==> config.mk <==
export PLATFORM = sky130hd
export DESIGN_NAME = screen_flow_ctrl
export DESIGN_NICKNAME = d
export VERILOG_FILES = /design/src/rtl/screen_flow_ctrl.sv
export SDC_FILE = /design/constraint.sdc
export NUM_CORES = 1
export LEC_CHECK = 0
export CORE_ASPECT_RATIO = 1.25
export CORE_UTILIZATION = 45
export DETAILED_ROUTE_END_ITERATION = 8
export GPL_ROUTABILITY_DRIVEN = 0
export PLACE_DENSITY = 0.85
export RECOVER_POWER = 50
export SYNTH_ARGS = -nofsm -noshare
export SYNTH_HDL_FRONTEND = slang
export SYNTH_SLANG_ARGS = --single-unit
==> constraint.sdc <==
create_clock -name CLOCK_50 -period 3.2 [get_ports CLOCK_50]
set_clock_uncertainty 0.2 [all_clocks]
set_input_delay 0.64 -clock CLOCK_50 [delete_from_list [all_inputs] [get_ports CLOCK_50]]
set_output_delay 0.64 -clock CLOCK_50 [all_outputs]
set_load 0.005 [all_outputs]
==> src/rtl/screen_flow_ctrl.sv <==
// rtl/screen_flow_ctrl.sv - game-flow screen sequencer with frame streaming to the matrix row buffer
//
// Sequences START -> PLAY <-> PAUSE, PLAY -> OVER -> START from IR ENTER
// presses, the engine's game_over level and a timeout, and streams the
// selected frame into the display row buffer one row per cycle.
//
// Ports:
//   CLOCK_50       in   system clock
//   reset_n        in   asynchronous active-low reset
//   key_valid      in   one-cycle strobe, key_word holds a new IR word
//   key_word       in   decoded IR word
//   game_over      in   level from the game engine
//   tick           in   one-cycle game-rate pulse
//   game_row_data  in   game grid row at game_row_addr (combinational read)
//   game_row_addr  out  game grid row being read
//   disp_row_addr  out  display buffer write row
//   disp_row_data  out  display buffer write data
//   disp_row_we    out  display buffer write enable
//   game_run       out  game engine enable, high only in PLAY
//   game_restart   out  one-cycle engine reinitialise pulse
//   state          out  0=START 1=PLAY 2=PAUSE 3=OVER
//   frame_busy     out  high from scan start through the last row write

module screen_flow_ctrl #(
    parameter int                    ROWS          = 16,
    parameter int                    COLS          = 16,
    parameter logic [31:0]           ENTER_CODE    = 32'h20DF5AA5,
    parameter logic [ROWS*COLS-1:0]  START_PATTERN = '0,
    parameter logic [ROWS*COLS-1:0]  END_PATTERN   = '0,
    parameter int                    BLINK_TICKS   = 2,
    parameter int                    END_TIMEOUT   = 40
) (
    input  logic                      CLOCK_50,
    input  logic                      reset_n,
    input  logic                      key_valid,
    input  logic [31:0]               key_word,
    input  logic                      game_over,
    input  logic                      tick,
    input  logic [COLS-1:0]           game_row_data,
    output logic [$clog2(ROWS)-1:0]   game_row_addr,
    output logic [$clog2(ROWS)-1:0]   disp_row_addr,
    output logic [COLS-1:0]           disp_row_data,
    output logic                      disp_row_we,
    output logic                      game_run,
    output logic                      game_restart,
    output logic [1:0]                state,
    output logic                      frame_busy
);

    localparam int AW = $clog2(ROWS);
    localparam int TW = $clog2(END_TIMEOUT + 1);
    localparam int BW = (BLINK_TICKS > 1) ? $clog2(BLINK_TICKS) : 1;

    localparam logic [1:0] S_START = 2'd0;
    localparam logic [1:0] S_PLAY  = 2'd1;
    localparam logic [1:0] S_PAUSE = 2'd2;
    localparam logic [1:0] S_OVER  = 2'd3;

    localparam logic [AW-1:0] LAST_ROW   = AW'(ROWS - 1);
    localparam logic [TW-1:0] TO_LIMIT   = TW'(END_TIMEOUT);
    localparam logic [TW-1:0] TO_MAX     = {TW{1'b1}};
    localparam logic [BW-1:0] BLINK_LAST = BW'(BLINK_TICKS - 1);

    logic [1:0]      state_nxt;
    logic            restart_nxt;
    logic            enter;
    logic            blink_wrap;
    logic            trigger;
    logic            scan_start;
    logic [BW-1:0]   blink_cnt;
    logic            blank_phase;
    logic [TW-1:0]   to_cnt;
    logic            refresh_pending;
    logic            scan_active;
    logic [AW-1:0]   row_cnt;
    logic [COLS-1:0] src_row;

    assign enter = key_valid && (key_word == ENTER_CODE);

    always_comb begin
        state_nxt   = state;
        restart_nxt = 1'b0;
        case (state)
            S_START: begin
                if (enter) begin
                    state_nxt   = S_PLAY;
                    restart_nxt = 1'b1;
                end
            end
            S_PLAY: begin
                // game_over outranks a simultaneous ENTER
                if (game_over) begin
                    state_nxt = S_OVER;
                end else if (enter) begin
                    state_nxt = S_PAUSE;
                end
            end
            S_PAUSE: begin
                if (enter) begin
                    state_nxt = S_PLAY;
                end
            end
            default: begin
                if (enter || (to_cnt >= TO_LIMIT)) begin
                    state_nxt = S_START;
                end
            end
        endcase
    end

    assign blink_wrap = (state == S_PAUSE) && tick && (blink_cnt == BLINK_LAST);

    // Anything that can change what the panel should show requests a frame.
    assign trigger = (tick && ((state == S_START) || (state == S_PLAY)))
                   || (state_nxt != state)
                   || blink_wrap;

    // A new scan only begins from idle; triggers during a scan just leave
    // refresh_pending set so a follow-up scan fixes any stale rows.
    assign scan_start = !scan_active && refresh_pending;

    // Source is taken from the live state, so a state change mid-scan
    // switches the remaining rows immediately.
    always_comb begin
        src_row = '0;
        case (state)
            S_START: src_row = START_PATTERN[int'(row_cnt)*COLS +: COLS];
            S_PLAY:  src_row = game_row_data;
            S_PAUSE: src_row = blank_phase ? '0 : game_row_data;
            default: src_row = END_PATTERN[int'(row_cnt)*COLS +: COLS];
        endcase
    end

    always_ff @(posedge CLOCK_50 or negedge reset_n) begin
        if (!reset_n) begin
            state        <= S_START;
            game_restart <= 1'b0;
        end else begin
            state        <= state_nxt;
            game_restart <= restart_nxt;
        end
    end

    // Blink counter sits at zero outside PAUSE, so every entry into PAUSE
    // begins with a full visible half-period.
    always_ff @(posedge CLOCK_50 or negedge reset_n) begin
        if (!reset_n) begin
            blink_cnt   <= '0;
            blank_phase <= 1'b0;
        end else if (state != S_PAUSE) begin
            blink_cnt   <= '0;
            blank_phase <= 1'b0;
        end else if (tick) begin
            if (blink_wrap) begin
                blink_cnt   <= '0;
                blank_phase <= ~blank_phase;
            end else begin
                blink_cnt   <= blink_cnt + 1'b1;
            end
        end
    end

    // Timeout counter is held clear outside OVER and saturates inside it.
    always_ff @(posedge CLOCK_50 or negedge reset_n) begin
        if (!reset_n) begin
            to_cnt <= '0;
        end else if (state != S_OVER) begin
            to_cnt <= '0;
        end else if (tick && (to_cnt != TO_MAX)) begin
            to_cnt <= to_cnt + 1'b1;
        end
    end

    always_ff @(posedge CLOCK_50 or negedge reset_n) begin
        if (!reset_n) begin
            refresh_pending <= 1'b1;
        end else if (trigger) begin
            refresh_pending <= 1'b1;
        end else if (scan_start) begin
            refresh_pending <= 1'b0;
        end
    end

    // Row read at row_cnt in one cycle is written to the buffer the next.
    always_ff @(posedge CLOCK_50 or negedge reset_n) begin
        if (!reset_n) begin
            scan_active   <= 1'b0;
            row_cnt       <= '0;
            disp_row_we   <= 1'b0;
            disp_row_addr <= '0;
            disp_row_data <= '0;
        end else if (scan_start) begin
            scan_active   <= 1'b1;
            row_cnt       <= '0;
            disp_row_we   <= 1'b0;
        end else if (scan_active) begin
            disp_row_we   <= 1'b1;
            disp_row_addr <= row_cnt;
            disp_row_data <= src_row;
            if (row_cnt == LAST_ROW) begin
                scan_active <= 1'b0;
                row_cnt     <= '0;
            end else begin
                row_cnt     <= row_cnt + 1'b1;
            end
        end else begin
            disp_row_we   <= 1'b0;
        end
    end

    assign game_row_addr = row_cnt;
    assign game_run      = (state == S_PLAY);
    assign frame_busy    = scan_active || disp_row_we;

endmodule

==> out/qor.csv <==
stage;metric;value;unit
floorplan;rows;26;
worst_setup_path;required;2360;ps
timing;slew_violations;39;
global_route;grt_antenna_before_repair;0;
cells_and_area;drive_gt1_share;6.98;%
cells_and_area;layout_common_cells;clkdlybuf4s50_1, dfrtp_1, a22o_1;
clock_tree;holdBufCountCts;0;
timing;period_share;83.4;%
timing;setup_viol;0;
timing;setup_total_negative_slack;0;ps
synth;synth-adder-area-share;4.61;%
synth;ys_seq_area_share;50.1;%
global_route;grt_pass1_wl;7.10;mm
routing;drc;0;
worst_setup_path;path_class;reg -> out;
synth;yosysWarnings;0;
worst_setup_path;crit_fanout;10;
floorplan;start_util;46.8;%
global_route;track_usage;20.8;%
floorplan;ios;83;
placed_design;place_ws;639;ps
clock_tree;ctsResizeCount;0;
worst_setup_path;cp-start-kind;flip-flop;
worst_setup_path;ff2ff_path_depth;5;
synth;synth_compound_area_share;18.4;%
global_route;grt_pass1_vias;1718;
global_route;overflow;0;
floorplan;core_area;4070;um2
routing;wl;4.41;mm
global_route;grt_use_met1;22.5;%
global_route;met2_usage;39.7;%
floorplan;die_w;60.1;um
cells_and_area;seqCellArea;952;um2
routing;ant_nets;0;
timing;rsz0062_at_grt;no;
clock_tree;ctsLongestPathBuffers;2;
cells_and_area;layout.nets;317;
synth;synth.area.mux_share;3.42;%
timing;fin_ws;530;ps
cells_and_area;area.growth.synth_to_final;50.5;%
routing;num_vias;1709;
floorplan;chipHeight;74.7;um
global_route;grt_max_degree;39;
clock_tree;cts_tree;done;
placed_design;port_buffers;82;
cells_and_area;fillers;319;
clock_tree;cts_buffers;5;
floorplan;dieArea;4490;um2
synth;synthFlopType;dfrtp_1;
cells_and_area;antennaDiodeCount;0;
cells_and_area;fin_cells;314;
routing;wl_per_cell;14.1;um
power;p_per_area;651;nW/um2
routing;vias_per_cell;5.44;
synth;synth_area_per_cell;11.0;um2
run_status;outcome;finished with violations;
synth;syn_area;1900;um2
placed_design;dp_cells;306;
clock_tree;cts-htree-levels;2;
routing;first_pass_iters;5;
synth;synth_cells;173;
cells_and_area;final_common_cell;clkdlybuf4s50_1;
routing;drt-initial-drc-count;78;
clock_tree;clk_pin_slew;70;ps
synth;synth_xor_area_share;2.30;%
power;p_leak;1.18;nW
worst_setup_path;critPathArrivalTime;1830;ps
global_route;met3_usage;3.95;%
cells_and_area;multi_input_area;897;um2
timing;fmax;375;MHz
worst_setup_path;ff2ff_setup_slack;870;ps
synth;syn-num-nets;233;
clock_tree;cts.sinks;38;
global_route;grt_busiest_layer;met2;
placed_design;hpwl;3.38;mm
worst_hold_path;holdPathStages;1;
synth;synth_top_family_by_area;compound AO/OA/AOI/OAI gates;
clock_tree;cts_root_buf;clkbuf_8;
clock_tree;clock_latency;280;ps
synth;synth-edff-count;0;
synth;synth_cell_type_count;44;
worst_setup_path;end_kind;output port;
synth;synth-async-reset-ratio;100;%
run_status;violations;max-capacitance violations, max-slew violations;
synth;yosys.area_share.simple;18.4;%
timing;tightest_slew;1940;ps
synth;synth-seq-cells;38;
run;cap_violations;1;
power;ir_drop;0.275;mV
timing;min_period;2670;ps
clock_tree;cts_setup_buffers;0;
timing;final_hold_viol_count;0;
worst_hold_path;min_path_type;reg -> reg;
timing;max-slew-margin-rel;-29.2;%
==> layout make-up <==
| cell class | instances | area share, % |
|---|---|---|
| sequential | 38 | 33.3 |
| multi-input combinational | 121 | 31.3 |
| timing repair buffer | 82 | 28.5 |
| clock inverter | 2 | 0.437 |
| clock buffer | 6 | 2.88 |
| inverter | 9 | 1.18 |
| tap | 56 | 2.45 |
==> per-layer routing <==
metal	vias to the layer above	routed length, um
met3	7	193
met2	54	2490
met1	831	1680
li1	817	-
met5	-	0
met4	0	48
==> registers in the layout, indices dropped and copies added (netlist names) <==
name and count:
game_restart 1, scan_active 1, blink_cnt 1, game_row_addr 4
disp_row_data 16, disp_row_addr 4, to_cnt 6, state 2
refresh_pending 1, disp_row_we 1, blank_phase 1
==> critical path, cell delays in order (launching register included) <==
cell             delay [ps]
dfrtp_1                 490
inv_1                   160
ha_1                    330
clkdlybuf4s50_1         570
==> cell families (layout without fill, tap and decap cells) <==
logic type,count (synthesis),in the layout
xor gates and xnor gates,5,5
buffers and inverters,14,99
adders and majority gates,7,7
muxes,6,6
and+or+nand+nor,56,56
AOI/OAI and AO/OA,47,47
DFF,38,38
==> report_power, final <==
| group | internal [mW] | switching [mW] |
|---|---|---|
| Combinational | 0.471 | 0.312 |
| Sequential | 0.621 | 0.127 |
| Clock | 0.173 | 0.160 |
| Total | 1.26 | 0.600 |
==> cells in the mapped netlist, drive strengths merged (2+ instances only) <==
library cell / number / area, um2
ha: 7 / 87.6
mux2: 4 / 45.0
nand2: 11 / 41.3
a22o: 17 / 149
xnor2: 2 / 17.5
nor4: 2 / 12.5
clkbuf: 5 / 18.8
dfrtp: 37 / 926
and2: 2 / 12.5
o211ai: 4 / 30.0
nand3b: 2 / 15.0
mux2i: 2 / 20.0
a2bb2oi: 2 / 17.5
a21o: 2 / 15.0
o21ai: 12 / 63.8
xor2: 3 / 26.3
nand4: 4 / 25.0
or4: 2 / 18.8
a21oi: 3 / 15.0
inv: 8 / 30.0
nor4bb: 7 / 70.1
nand4b: 3 / 26.3
nor3: 2 / 15.0
nand2b: 2 / 12.5
nand3: 2 / 10.0
nor2: 11 / 41.3
==> path summary, 6_finish.rpt <==
kind,startpoint,end
max,state[1]$_DFF_PN0_,game_run
min reg2reg,disp_row_addr[0]$_DFFE_PN0P_,disp_row_addr[0]$_DFFE_PN0P_
min,disp_row_addr[0]$_DFFE_PN0P_,disp_row_addr[0]$_DFFE_PN0P_
min in group asynchronous,reset_n,disp_row_data[3]$_DFFE_PN0P_
max in group asynchronous,reset_n,state[1]$_DFF_PN0_
max reg2reg,state[1]$_DFF_PN0_,disp_row_data[12]$_DFFE_PN0P_
==> stage by stage <==
stage | total power [mW] | instance area, um2 | hold slack (ps) | util (%)
3_3_place_gp | 1.52 | 2770 | 291 | 68.1
4_1_cts | 1.88 | 2860 | 275 | 70.4
5_1_grt | 1.99 | 2860 | 326 | 70.4
3_5_place_dp | 1.54 | 2770 | 296 | 68.1
6_report | 1.86 | 2860 | 308 | 70.4
2_1_floorplan | 1.11 | 1900 | 144 | -
(Power assumes the default switching activity.)
